### src/rtl/calc_display_mux.sv
// rtl/calc_display_mux.sv - multiplexed seven-segment driver for the calculator result path
//
// Purpose: captures a BCD result and sign on load, then drives one digit per
// refresh slot onto shared active-low seg/an pins of a common-anode display.
// Leading zeros are blanked and a minus glyph is placed just left of the most
// significant shown digit; ovf flags a negative result with no room for it.
//
// Optional feature: define CALC_DISPLAY_BLINK_EN to enable display flashing
// driven by the blink input (otherwise blink is ignored).
//
// Ports:
//   clk    in   1             system clock, rising edge
//   rst    in   1             synchronous active-high reset
//   value  in   4*NUM_DIGITS  BCD result, nibble 0 = units
//   neg    in   1             result is negative
//   load   in   1             one-cycle capture strobe for value/neg
//   blink  in   1             flash request
//   seg    out  7             segments {g..a}, active-low
//   an     out  NUM_DIGITS    digit enables, active-low one-hot
//   ovf    out  1             negative result with no free sign position

module calc_display_mux #(
   parameter int NUM_DIGITS  = 4,
   parameter int REFRESH_DIV = 100000,
   parameter int BLINK_DIV   = 2**25
) (
   input  logic                      clk,
   input  logic                      rst,
   input  logic [4*NUM_DIGITS-1:0]   value,
   input  logic                      neg,
   input  logic                      load,
   input  logic                      blink,
   output logic [6:0]                seg,
   output logic [NUM_DIGITS-1:0]     an,
   output logic                      ovf
);

   localparam int RW = $clog2(REFRESH_DIV);
   localparam int IW = $clog2(NUM_DIGITS);

   localparam logic [6:0] SEG_OFF   = 7'h7F;
   localparam logic [6:0] SEG_MINUS = 7'b011_1111;

   logic [4*NUM_DIGITS-1:0] shadow_value;
   logic                    shadow_neg;
   logic [RW-1:0]           refresh_cnt;
   logic [IW-1:0]           scan_idx;

   logic [IW-1:0]           msd;
   logic [3:0]              cur_nib;
   logic [6:0]              digit_seg;
   logic                    sign_ovf;
   logic                    blank_now;

   function automatic logic [6:0] glyph(input logic [3:0] nib);
      case (nib)
         4'd0:    glyph = 7'b100_0000;
         4'd1:    glyph = 7'b111_1001;
         4'd2:    glyph = 7'b010_0100;
         4'd3:    glyph = 7'b011_0000;
         4'd4:    glyph = 7'b001_1001;
         4'd5:    glyph = 7'b001_0010;
         4'd6:    glyph = 7'b000_0010;
         4'd7:    glyph = 7'b111_1000;
         4'd8:    glyph = 7'b000_0000;
         4'd9:    glyph = 7'b001_0000;
         default: glyph = SEG_OFF;
      endcase
   endfunction

   // Most significant digit that is not blanked. Ascending scan so the last
   // non-zero nibble wins; the units digit is the floor when all are zero.
   // Invalid nibbles (10..15) count as non-zero: they are shown, as blanks.
   always_comb begin
      msd = '0;
      for (int k = 1; k < NUM_DIGITS; k++) begin
         if (shadow_value[4*k +: 4] != 4'd0) msd = IW'(k);
      end
   end

   always_comb begin
      cur_nib = shadow_value[4*int'(scan_idx) +: 4];
      if (scan_idx <= msd)
         digit_seg = glyph(cur_nib);
      else if (shadow_neg && (int'(scan_idx) == int'(msd) + 1))
         digit_seg = SEG_MINUS;
      else
         digit_seg = SEG_OFF;
   end

   assign sign_ovf = shadow_neg && (int'(msd) == NUM_DIGITS - 1);

`ifdef CALC_DISPLAY_BLINK_EN
   localparam int BW = $clog2(BLINK_DIV);
   logic [BW-1:0] blink_phase;

   // Phase restarts whenever blink is released so each flash begins lit.
   always_ff @(posedge clk) begin
      if (rst || !blink)
         blink_phase <= '0;
      else if (blink_phase == BW'(BLINK_DIV - 1))
         blink_phase <= '0;
      else
         blink_phase <= blink_phase + 1'b1;
   end

   assign blank_now = blink && (blink_phase >= BW'(BLINK_DIV / 2));
`else
   logic unused_blink;
   assign unused_blink = blink | (BLINK_DIV == 0);
   assign blank_now    = 1'b0;
`endif

   always_ff @(posedge clk) begin
      if (rst) begin
         shadow_value <= '0;
         shadow_neg   <= 1'b0;
         refresh_cnt  <= '0;
         scan_idx     <= '0;
         seg          <= SEG_OFF;
         an           <= '1;
         ovf          <= 1'b0;
      end else begin
         if (load) begin
            shadow_value <= value;
            shadow_neg   <= neg;
         end

         if (refresh_cnt == RW'(REFRESH_DIV - 1)) begin
            refresh_cnt <= '0;
            scan_idx    <= (scan_idx == IW'(NUM_DIGITS - 1)) ? '0 : scan_idx + 1'b1;
         end else begin
            refresh_cnt <= refresh_cnt + 1'b1;
         end

         // Outputs reflect the current scan index and shadow contents,
         // so they trail both by one cycle.
         seg <= blank_now ? SEG_OFF : digit_seg;
         an  <= ~(NUM_DIGITS'(1) << scan_idx);
         ovf <= sign_ovf;
      end
   end

endmodule

### config.mk
export PLATFORM = sky130hd
export DESIGN_NAME = calc_display_mux
export DESIGN_NICKNAME = d
export VERILOG_FILES = /design/src/rtl/calc_display_mux.sv
export SDC_FILE = /design/constraint.sdc
export NUM_CORES = 1
export LEC_CHECK = 0
export BUFFER_PORTS_ARGS = -buffer_cell sky130_fd_sc_hd__buf_2
export CORE_UTILIZATION = 50
export CTS_BUF_LIST = sky130_fd_sc_hd__clkbuf_4
export CTS_CLUSTER_SIZE = 8
export DETAILED_ROUTE_END_ITERATION = 8
export PLACE_DENSITY = 0.71
export SYNTH_ARGS = -nofsm -noshare
export SYNTH_HDL_FRONTEND = slang
export SYNTH_SLANG_ARGS = --single-unit
### constraint.sdc
create_clock -name clk -period 4.66 [get_ports clk]
set_input_delay 0 -clock clk [delete_from_list [all_inputs] [get_ports clk]]
set_output_delay 0 -clock clk [all_outputs]
set_load 0.01 [all_outputs]
---- After elaboration in Yosys (flattened, before gate mapping) ----
Memory sizes are Yosys's and may differ from the RTL's.
Cells that the tools add are included.
W data, S select, Z words.
word-level totals
  memories ................................ 1
  output and inout bits ................... 12
  word-level logic and storage cells ...... 31
  bits in registers ....................... 48
  bits in read-only memories .............. 112
memory list
  name              depth  bits a word  read ports  clocked after memory_dff  wr ports  line  text
  (name not given)  16     7            1           0                         0         56    case (nib)
operators by class
  eq/ne operators ......................... 4
  bitwise gates (word level) .............. 1
  multiplexer cells ....................... 6
  add/subtract/negate cells ............... 3
  shift operators ......................... 2
  $lt $le $gt $ge ......................... 1
  reductions and logical operators ........ 6
operators by type and width
  operator                 count
  $add A17 B1 Y17 const B  1
  $eq A17 B17 Y1 const B   1
  $shiftx A16 B5 Y4        1
  $mux W7                  2
  $reduce_bool A4 Y1       3
  $mux W2                  3
  $not A4 Y4               1
  $shl A1 B2 Y4 const A    1
  $add A2 B1 Y3 const B    1
  $eq A2 B3 Y1             1
  $add A2 B1 Y2 const B    1
  $eq A2 B1 Y1 const B     1
  $eq A2 B2 Y1 const B     1
  $le A2 B2 Y1             1
  $logic_and A1 B1 Y1      2
  $reduce_or A2 Y1         1
  $mux W1                  1

---- Depth between registers and ports, before layout ----
Gate-level depths: netlist of run 1.
  word-level depth ........................ 9
  mapped depth ............................ 8
  gate-level depth less buffers ........... 8

---- Worst setup path after synthesis of run 1 ----
OpenSTA, ideal clock, no wires.
  path type ............................... reg2reg
  start ................................... register scan_idx[0]
  end ..................................... register seg[0]
  period minus slack after synthesis ...... 1867 ps
  buffers on the path ..................... 2
  path slack .............................. 2793 ps
  setup time .............................. 131 ps
  data arrival time ....................... 1736 ps
  cell stages (with the launch flop) ...... 7
  path through ............................ dfxtp_1 buf_6 mux4_2 buf_6 or2_4 a221oi_4 o21ai_1
on the way
  longest elaborated chain between the ends .. 3
  elaborated cells between the ends (all ways) .. 4
RTL lines
  element                 line  text
  start, declared         47    logic [IW-1:0] scan_idx;
  start signal, assigned  131   scan_idx <= (scan_idx == IW'(NUM_DIGITS - 1)) ? '0 : scan_idx + 1'b1;
  $shiftx A16 B5 Y4       82    cur_nib = shadow_value[4*int'(scan_idx) +: 4];
  $mem_v2 Z16 W7          n/a
  $mux W7 (*)             83    if (scan_idx <= msd)
  end signal, assigned    138   seg <= blank_now ? SEG_OFF : digit_seg;
  end, declared           33    output logic [6:0] seg,
Every way passes the cells marked *; elsewhere a longest branch is shown, timed or not.
A chain may end at the register's enable or synchronous reset.

---- Worst setup path in the final report of run 1 ----
  start ................................... register scan_idx[0]
  end ..................................... register seg[2]
The elaborated chain is that of the path after synthesis.

==> reports/qor.csv, run 1 <==
metric,value,unit
Worst Hold Slack,0.08792,ns
total CTS buffers,5,
Setup WS post-layout,2.539,ns
maxcap violations,0,
critical path's slowest cell,mux4_2,
Avg Synthesized Cell Area,9.897,um2
Mapped Cells,223,
drt pass-1 iters,4,
port bufs,31,
Die Width,68.44,um
unique cell type count in the Yosys netlist,37,
fraction of layout cells with a size suffix above 1,16.61,%
Power Total,725.6,uW
largest family of logic cells by synthesized area,simple AND/OR/NAND/NOR gates,
Initial Util,53.63,%
clk_skew,0.007567,ns
# rows,23,
met3 WL,139,um
crit path max fanout,9,
drt total wl,4.160,mm
hold crit path type,in2reg,
Slew Limit Fails,0,
"Top FF cell, synth",dfxtp_1,
RSZ-0062 raised after global routing,no,
post-synthesis mux area share,13.95,%
critical path class,reg2reg,
crit end category,register,
critical path cell sequence,"mux4_2, or2_4, a221oi_4, o21ai_1",
GRT overflow,0,
initial antenna violation count,0,
vias in the first global route,1493,
fmax,0.4715,GHz
die area,0.004684,mm2
Antenna Nets Post-Route,0,
Yosys reg bits,48,
Max clock buf depth,2,
asr flop ratio synth,0,%
post-CTS setup buffers,0,
top-count cell post-synth,dfxtp_1,
first-pass GRT wire length,6.768,mm
leakage,1.081,nW
Pwr per Cell Area,278.8,mW/mm2
DRT iter0 DRCs,129,
CTS tree,done,
nature of the critical path startpoint,register,
H-tree levels,2,
XOR/XNOR Fraction of Synth Area,5.556,%
Synth-to-Final Area Change,17.91,%
"area leader, netlist",dfxtp_1,
top post-synthesis cells by count,"dfxtp_1, nor2_1, mux2i_1",
clock latency on the worst-skew pair,0.36,ns
complex-gate fraction of the synthesized area,6.179,%
setup TNS,0,ns
DP Wirelength,2.853,mm
Synth Area in Simple Gates,19.39,%
Syn. warnings,0,
post-synth top area share,43.54,%
met2 WL,1.902,mm
"slowest stage delay, CP",0.68,ns
Die Y,68.44,um
Worst EP arrival,2.37,ns
# IOs,33,
Worst EP required,4.91,ns
final setup violation count,0,
largest net degree at the start of global routing,29,
routed length on met1,2.077,mm
Worst-path clk slew,0.13,ns
kind of cell adding the most delay to the critical path,multiplexers,
worst-margin pin slew,0.5440,ns
sequential-to-total area share from yosys stat,43.54,%
Final Wtd Congestion,0.7934,
root buffer selected by CTS,clkbuf_4,
largest cells by area after synthesis,"dfxtp_1, mux2i_1, ha_1",
core area,0.004115,mm2
pre-CTS WS,2.545,ns
outcome,finished clean,
Vias/cell,5.305,
Max-slew headroom,63.66,%
fin nets,304,
VDD IR-drop max,0.0001711,V
n_diodes,0,
final worst-path cycle share,45.51,%
Post-Synth Adder-Cell Area,7.370,%
number of flops mapped to enable cells by yosys,0,
Vias,1703,
min Tclk post-route,2.121,ns
synthesized area,0.002207,mm2
Hold Fails Final Rpt,0,
CTS Sinks,48,
# DRC,0,
syn nets,257,
all-layer global routing usage,19.27,%
Worst Path Buf+Inv,0,
routed length per instance,12.96,um
Max Used Layer,met4,
-- per-layer routing --
| metal | vias up | GRT usage, % |
|---|---|---|
| li1 | 862 | - |
| met1 | 803 | 26.63 |
| met2 | 32 | 29.66 |
| met4 | 0 | 4.688 |
| met3 | 6 | 5.000 |
| met5 | - | 0 |
-- sequential cells by signal, indices dropped and copies added, names as in the netlist --
signal,count
refresh_cnt,17
ovf,1
seg,7
scan_idx,2
shadow_value,16
shadow_neg,1
an,4
-- path summary, 6_finish.rpt --
kind / slack, ns / start / to / cells past startpoint
worst max register to register: 2.54 / scan_idx[0] / seg[2] / 4
worst min-delay path: 0.09 / rst / shadow_neg / 2
worst max-delay path: 2.54 / scan_idx[0] / seg[2] / 4
worst min register to register: 0.48 / refresh_cnt[0] / refresh_cnt[0] / 1
-- layout make-up --
class,count,area (um2)
Clock inverter,3,13.76
Timing Repair Buffer,49,332.8
Fill cell,372,1513
Inverter,10,37.54
Multi-Input combinational cell,156,1157
Sequential cell,48,960.9
Tap cell,50,62.56
Clock buffer,5,37.54
-- report_power, final --
| group | leakage, nW | switching, mW | internal (mW) |
|---|---|---|---|
| clock | 0.0324 | 0.127 | 0.0556 |
| sequential | 0.394 | 0.0103 | 0.429 |
| combinational | 0.655 | 0.0512 | 0.0522 |
| total | 1.08 | 0.189 | 0.537 |
-- repair_timing --
action / in CTS / in global routing
resized for setup: 0 / 0
hold endpoints to repair: 17 / 0
hold buffers: 17 / 0
-- kinds of logic (layout without fill, tap and decap cells) --
logic type,after synthesis,in the layout
AND/OR/NAND/NOR,84,84
flip-flops,48,48
multiplexers,25,25
AO/OA/AOI/OAI,20,20
buffers and inverters,19,67
XOR/XNOR,14,14
adder cells (fa/ha/maj),13,13
-- through the flow --
stage / area [um2] / std cells / utilization (%)
2_1_floorplan: 2207 / 223 / -
3_3_place_gp: 2381 / 296 / 57.86
3_5_place_dp: 2381 / 296 / 57.86
4_1_cts: 2603 / 321 / 63.24
5_1_grt: 2603 / 321 / 63.24
6_report: 2603 / 321 / 63.24
-- cell usage in the layout, fill, tap and decap left out, types with 6 or more instances in the layout --
cell,netlist,routed
xnor2_1,8,8
dlygate4sd3_1,0,17
xor2_1,6,6
inv_1,10,10
ha_1,13,13
nor2_1,33,33
buf_2,2,31
nand3_1,7,7
dfxtp_1,48,48
mux2i_1,21,21
o21ai_0,6,6
nand2_1,12,12
Power figures use the tool's default switching activity.
==> run 2: changes to the inputs <==
- ABC_AREA: not set -> 1
- clock period: 4.66 -> 2 ns (I/O delays scaled with it)
==> run 2 against run 1 <==
  * Sequential power up 130%
  * Total power is 140% higher
  * Non-clock buffer count increased by 5
  * Critical endpoint is now seg[5]
==> reports/qor.csv, run 2 <==
metric,value,unit
Worst EP required,2.26,ns
top post-synthesis cells by count,"nand2_1, dfxtp_1, nor2_1",
r2r worst-path depth,10,
Seq pwr share,60.1,%
synthesized area,0.002420,mm2
GRT overflow,0,
RSZ-0062 raised after global routing,no,
largest cells by area after synthesis,"dfxtp_1, nand2_1, nor2_1",
Clk network pwr share,25.0,%
DRT iter0 DRCs,83,
hold crit path type,in2reg,
"commonest cells after routing, fill and taps aside","nand2_1, nor2_1, dfxtp_1, buf_2, inv_1",
Synth-to-Final Area Change,18.92,%
post-CTS setup buffers,0,
Combinational Power Share,14.9,%
min Tclk post-route,1.874,ns
switch share,27.06,%
biggest regs,"refresh_cnt (17), shadow_value (16), seg (7)",
"Core Util, Final",63.89,%
fin nets,415,
syn nets,362,
root buffer selected by CTS,clkbuf_4,
Die Width,71.57,um
CTS tree,done,
crit end category,register,
vias in the first global route,2020,
final worst-path cycle share,93.69,%
Vias,2185,
"most used cell, CP",nand2_1,
fmax,0.5337,GHz
asr flop ratio synth,0,%
final setup violation count,0,
Setup WS post-layout,0.1262,ns
pre-CTS WS,0.01161,ns
setup TNS,0,ns
outcome,finished clean,
n_diodes,0,
routed length per instance,11.48,um
port bufs,31,
Antenna Nets Post-Route,0,
"slowest stage delay, CP",0.36,ns
first-pass GRT wire length,8.666,mm
# DRC,0,
critical path class,reg2reg,
P_int,1.250,mW
clock latency on the worst-skew pair,0.36,ns
die area,0.005122,mm2
Final Wtd Congestion,0.8537,
drt pass-1 iters,4,
Avg Synthesized Cell Area,7.378,um2
Slew Limit Fails,0,
max FFs per register,17,
Yosys reg bits,48,
critical path cell sequence,"nor4_2, nand2_1, inv_1, ha_1, inv_1, nor2_1, o21ai_1, nand2_1, a21oi_4, nand2_1",
Die Y,71.57,um
leakage,1.216,nW
most flop-heavy register,refresh_cnt,
Initial Util,53.72,%
# IOs,33,
all-layer global routing usage,21.40,%
"commonest non-fill, non-tap cell in the layout",nand2_1,
unique cell type count in the Yosys netlist,32,
fill count,398,
top-count cell post-synth,nand2_1,
Vias/cell,5.035,
Hold Crit Depth,3,
initial antenna violation count,0,
post-synth top area share,39.71,%
VDD IR-drop max,0.0004653,V
H-tree levels,2,
worst-margin pin slew,0.5519,ns
CTS Sinks,48,
core area,0.004504,mm2
Worst-path clk slew,0.14,ns
"area leader, netlist",dfxtp_1,
Switch Pwr,464.0,uW
clk_skew,0.01385,ns
number of flops mapped to enable cells by yosys,0,
nature of the critical path startpoint,register,
critical path's slowest cell,dfxtp_1,
Mapped Cells,328,
crit path max fanout,5,
Hold Fails Final Rpt,0,
Syn. warnings,0,
total CTS buffers,5,
drt total wl,4.983,mm
# rows,24,
maxcap violations,0,
Max-slew headroom,63.17,%
"Top FF cell, synth",dfxtp_1,
fraction of layout cells with a size suffix above 1,20.16,%
DP Wirelength,3.576,mm
Worst EP arrival,2.13,ns
Max clock buf depth,2,
sequential-to-total area share from yosys stat,39.71,%
Pwr per Cell Area,595.7,mW/mm2
largest net degree at the start of global routing,21,
run 2: changes by cell type after synthesis, sizes merged, moves of 11 or more:
cell | before | now
inv | 10 | 31
mux2i | 21 | 1
nand2 | 12 | 85
nand3 | 7 | 22
nor2 | 33 | 58
o21ai | 9 | 20
run 2: what timing repair did:
action                                  CTS  global route
endpoints found under the hold margin    21             0
resized for setup                         1             3
hold buffers                             18             0
endpoints found under the setup margin    5             7
gates cloned                              0             0
run 2: logic make-up after synthesis:
family / Yosys count / share of synthesized area, %
and+or+nand+nor: 186 / 34.49
adders and majority gates: 13 / 6.722
DFF: 48 / 39.71
xor gates and xnor gates: 6 / 2.172
AOI/OAI and AO/OA: 35 / 8.894
buffers and inverters: 39 / 7.084
muxes: 1 / 0.9306
run 2: worst max-delay path: cells and delay by family (launching register included):
family                   cells  cell delay, ns
flip-flops                   1            0.36
buffers and inverters        2            0.14
adder cells (fa/ha/maj)      1            0.23
AO/OA/AOI/OAI                2            0.34
AND/OR/NAND/NOR              5            0.70
run 2: stage by stage:
step / cell area [um2] / hold slack, ns / total power, mW / cells
3_5_place_dp: 2625 / 0.2278 / 1.271 / 408
6_report: 2878 / 0.05145 / 1.714 / 434
4_1_cts: 2863 / 0.03067 / 1.724 / 434
5_1_grt: 2878 / 0.06469 / 1.807 / 434
3_3_place_gp: 2625 / 0.2209 / 1.264 / 408
2_1_floorplan: 2420 / 0.07154 / 1.199 / 328
run 2: path summary, 6_finish.rpt:
check                    from              end  slack (ns)
min reg2reg        shadow_neg              ovf        0.47
max          shadow_value[15]           seg[5]        0.13
max reg2reg  shadow_value[15]           seg[5]        0.13
min                      load  shadow_value[1]        0.05
run 2: layer usage:
layer	up-vias	wire length (um)	global-route usage, %
met5	-	0	0
met4	0	92	7.625
met3	9	181	3.938
met2	46	2161	34.39
met1	974	2547	29.02
li1	1156	-	-
run 2: layout make-up:
class                   count  area (um2)  area share (%)
multi-input cells         241        1309           45.48
repair buffers             54       372.9           12.96
clock buffers               5       37.54           1.304
clock inverters             3       13.76          0.4783
well taps                  52       65.06           2.261
inverters                  31       118.9           4.130
flip-flops and latches     48       960.9           33.39
run 2: power by group through the flow:
stage          Sequential, mW  Combinational, mW  Clock [mW]
2_1_floorplan            1.05              0.145           0
3_3_place_gp             1.05              0.217           0
3_5_place_dp             1.05              0.223           0
4_1_cts                  1.03              0.251       0.445
5_1_grt                  1.04              0.288       0.482
6_report                 1.03              0.255       0.429
==> run 3: changes to the inputs <==
- CORE_UTILIZATION: 50 -> 45
- PLACE_DENSITY: 0.71 -> not set
==> run 3 against run 2 <==
  * Non-clock buffer count increased by 1
  * Clock power increased by 34%
  * Utilization decreased by 6.8 points
  * First-iteration DRC count increased by 41%
  * Global-route usage decreased by 2.1 points
  * Design area increased by 2.0%
  * Count of clock-buffer cells in the layout increased by 1
  * Critical path type unchanged
  * Largest cell class unchanged
  * Largest power group unchanged
==> reports/qor.csv, run 3 (synthesized netlist as in run 2, its figures left out) <==
metric,value,unit
outcome,finished clean,
n_diodes,0,
CTS Sinks,48,
Hold Fails Final Rpt,0,
DRT iter0 DRCs,117,
Antenna Nets Post-Route,0,
root buffer selected by CTS,clkbuf_4,
Hold Crit Depth,3,
Pwr per Cell Area,634.4,mW/mm2
Final Wtd Congestion,0.8422,
largest net degree at the start of global routing,21,
min Tclk post-route,1.814,ns
critical path class,reg2reg,
all-layer global routing usage,19.28,%
Synth-to-Final Area Change,21.35,%
Worst EP arrival,2.08,ns
worst-margin pin slew,0.5861,ns
hold crit path type,in2reg,
crit path max fanout,5,
Die Width,75.33,um
design area,0.002937,mm2
H-tree levels,2,
max FFs per register,17,
Worst Hold Slack,0.05958,ns
final worst-path cycle share,90.71,%
leakage,1.234,nW
Post-Place Cell Area,0.002655,mm2
# IOs,33,
DP Wirelength,3.693,mm
Die Y,75.33,um
clock latency on the worst-skew pair,0.36,ns
r2r worst-path depth,8,
fmax,0.5512,GHz
GRT overflow,0,
Worst EP required,2.27,ns
final setup violation count,0,
Worst-path clk slew,0.14,ns
fin nets,416,
Power Total,1.863,mW
Setup WS post-layout,0.1859,ns
Vias/cell,4.777,
maxcap violations,0,
Slew Limit Fails,0,
most flop-heavy register,refresh_cnt,
"commonest cells after routing, fill and taps aside","nand2_1, nor2_1, dfxtp_1, buf_2, inv_1",
routed length per instance,11.14,um
core area,0.005140,mm2
nature of the critical path startpoint,register,
first-pass GRT wire length,8.224,mm
port bufs,31,
fraction of layout cells with a size suffix above 1,20.63,%
initial antenna violation count,0,
biggest regs,"refresh_cnt (17), shadow_value (16), seg (7)",
clk_skew,0.01358,ns
pre-CTS WS,0.08096,ns
Max clock buf depth,2,
CTS tree,done,
total CTS buffers,5,
die area,0.005675,mm2
Vias,2164,
crit end category,register,
VDD IR-drop max,0.0004843,V
Max-slew headroom,60.88,%
fill count,519,
"Core Util, Final",57.13,%
drt total wl,5.045,mm
Initial Util,47.08,%
"commonest non-fill, non-tap cell in the layout",nand2_1,
# DRC,0,
# rows,26,
vias in the first global route,1819,
drt pass-1 iters,5,
==> run 3: cell count changes in the layout (fill, tap and decap cells not counted), sizes merged <==
| cell | previous run | this run |
|---|---|---|
| bufinv | 0 | 1 |
| buf | 36 | 37 |
| clkbuf | 5 | 6 |
| clkinv | 3 | 1 |
==> run 3: repair_timing <==
item	4_1_cts	5_1_grt
hold buffers	18	0
setup endpoints to repair	0	7
resized for setup	0	4
setup buffers	0	0
hold endpoints to repair	21	0
==> run 3: final timing paths <==
| kind | end | startpoint | slack, ns |
|---|---|---|---|
| worst max register to register | seg[3] | shadow_value[4] | 0.19 |
| worst min register to register | refresh_cnt[0] | refresh_cnt[0] | 0.46 |
| worst max-delay path | seg[3] | shadow_value[4] | 0.19 |
| worst min-delay path | shadow_value[4] | load | 0.06 |
==> run 3: final cells by class <==
| cell class | count | area, um2 | area share [%] |
|---|---|---|---|
| clock buffer | 6 | 45.04 | 1.534 |
| clock inverter | 2 | 35.03 | 1.193 |
| inverter | 31 | 118.9 | 4.048 |
| multi-input combinational | 241 | 1309 | 44.57 |
| sequential | 48 | 960.9 | 32.72 |
| tap | 70 | 87.58 | 2.983 |
| timing repair buffer | 55 | 380.4 | 12.95 |
==> run 3: worst max-delay path, cell delays in order (launching register included) <==
cell and delay (ns):
dfxtp_1 0.35, o41ai_1 0.39, nand2_1 0.15, ha_1 0.32, nand2_1 0.06, o21ai_1 0.09
nand2_1 0.12, a21oi_4 0.18, nand2_1 0.07
==> run 3: routing by layer <==
layer  part of all wire [%]  vias up  GRT usage [%]
met5                      0        -              0
li1                       -     1161              -
met1                     54      957          27.76
met4                    1.6        0          6.584
met3                    3.4        7          4.365
met2                     41       39          28.37
==> run 3: per-stage QoR <==
stage	instances	setup TNS, ns
after CTS	453	0
after detailed placement	427	0
after global routing	453	-0.007281
final	453	0
after floorplan	328	0
after global placement	427	0
==> run 3: power by group <==
group	switching (mW)	internal, mW	leakage [nW]	total [mW]
Combinational	0.137	0.119	0.793	0.256
Clock	0.301	0.276	0.0456	0.577
Sequential	0.0271	1.00	0.395	1.03
Total	0.465	1.40	1.23	1.86
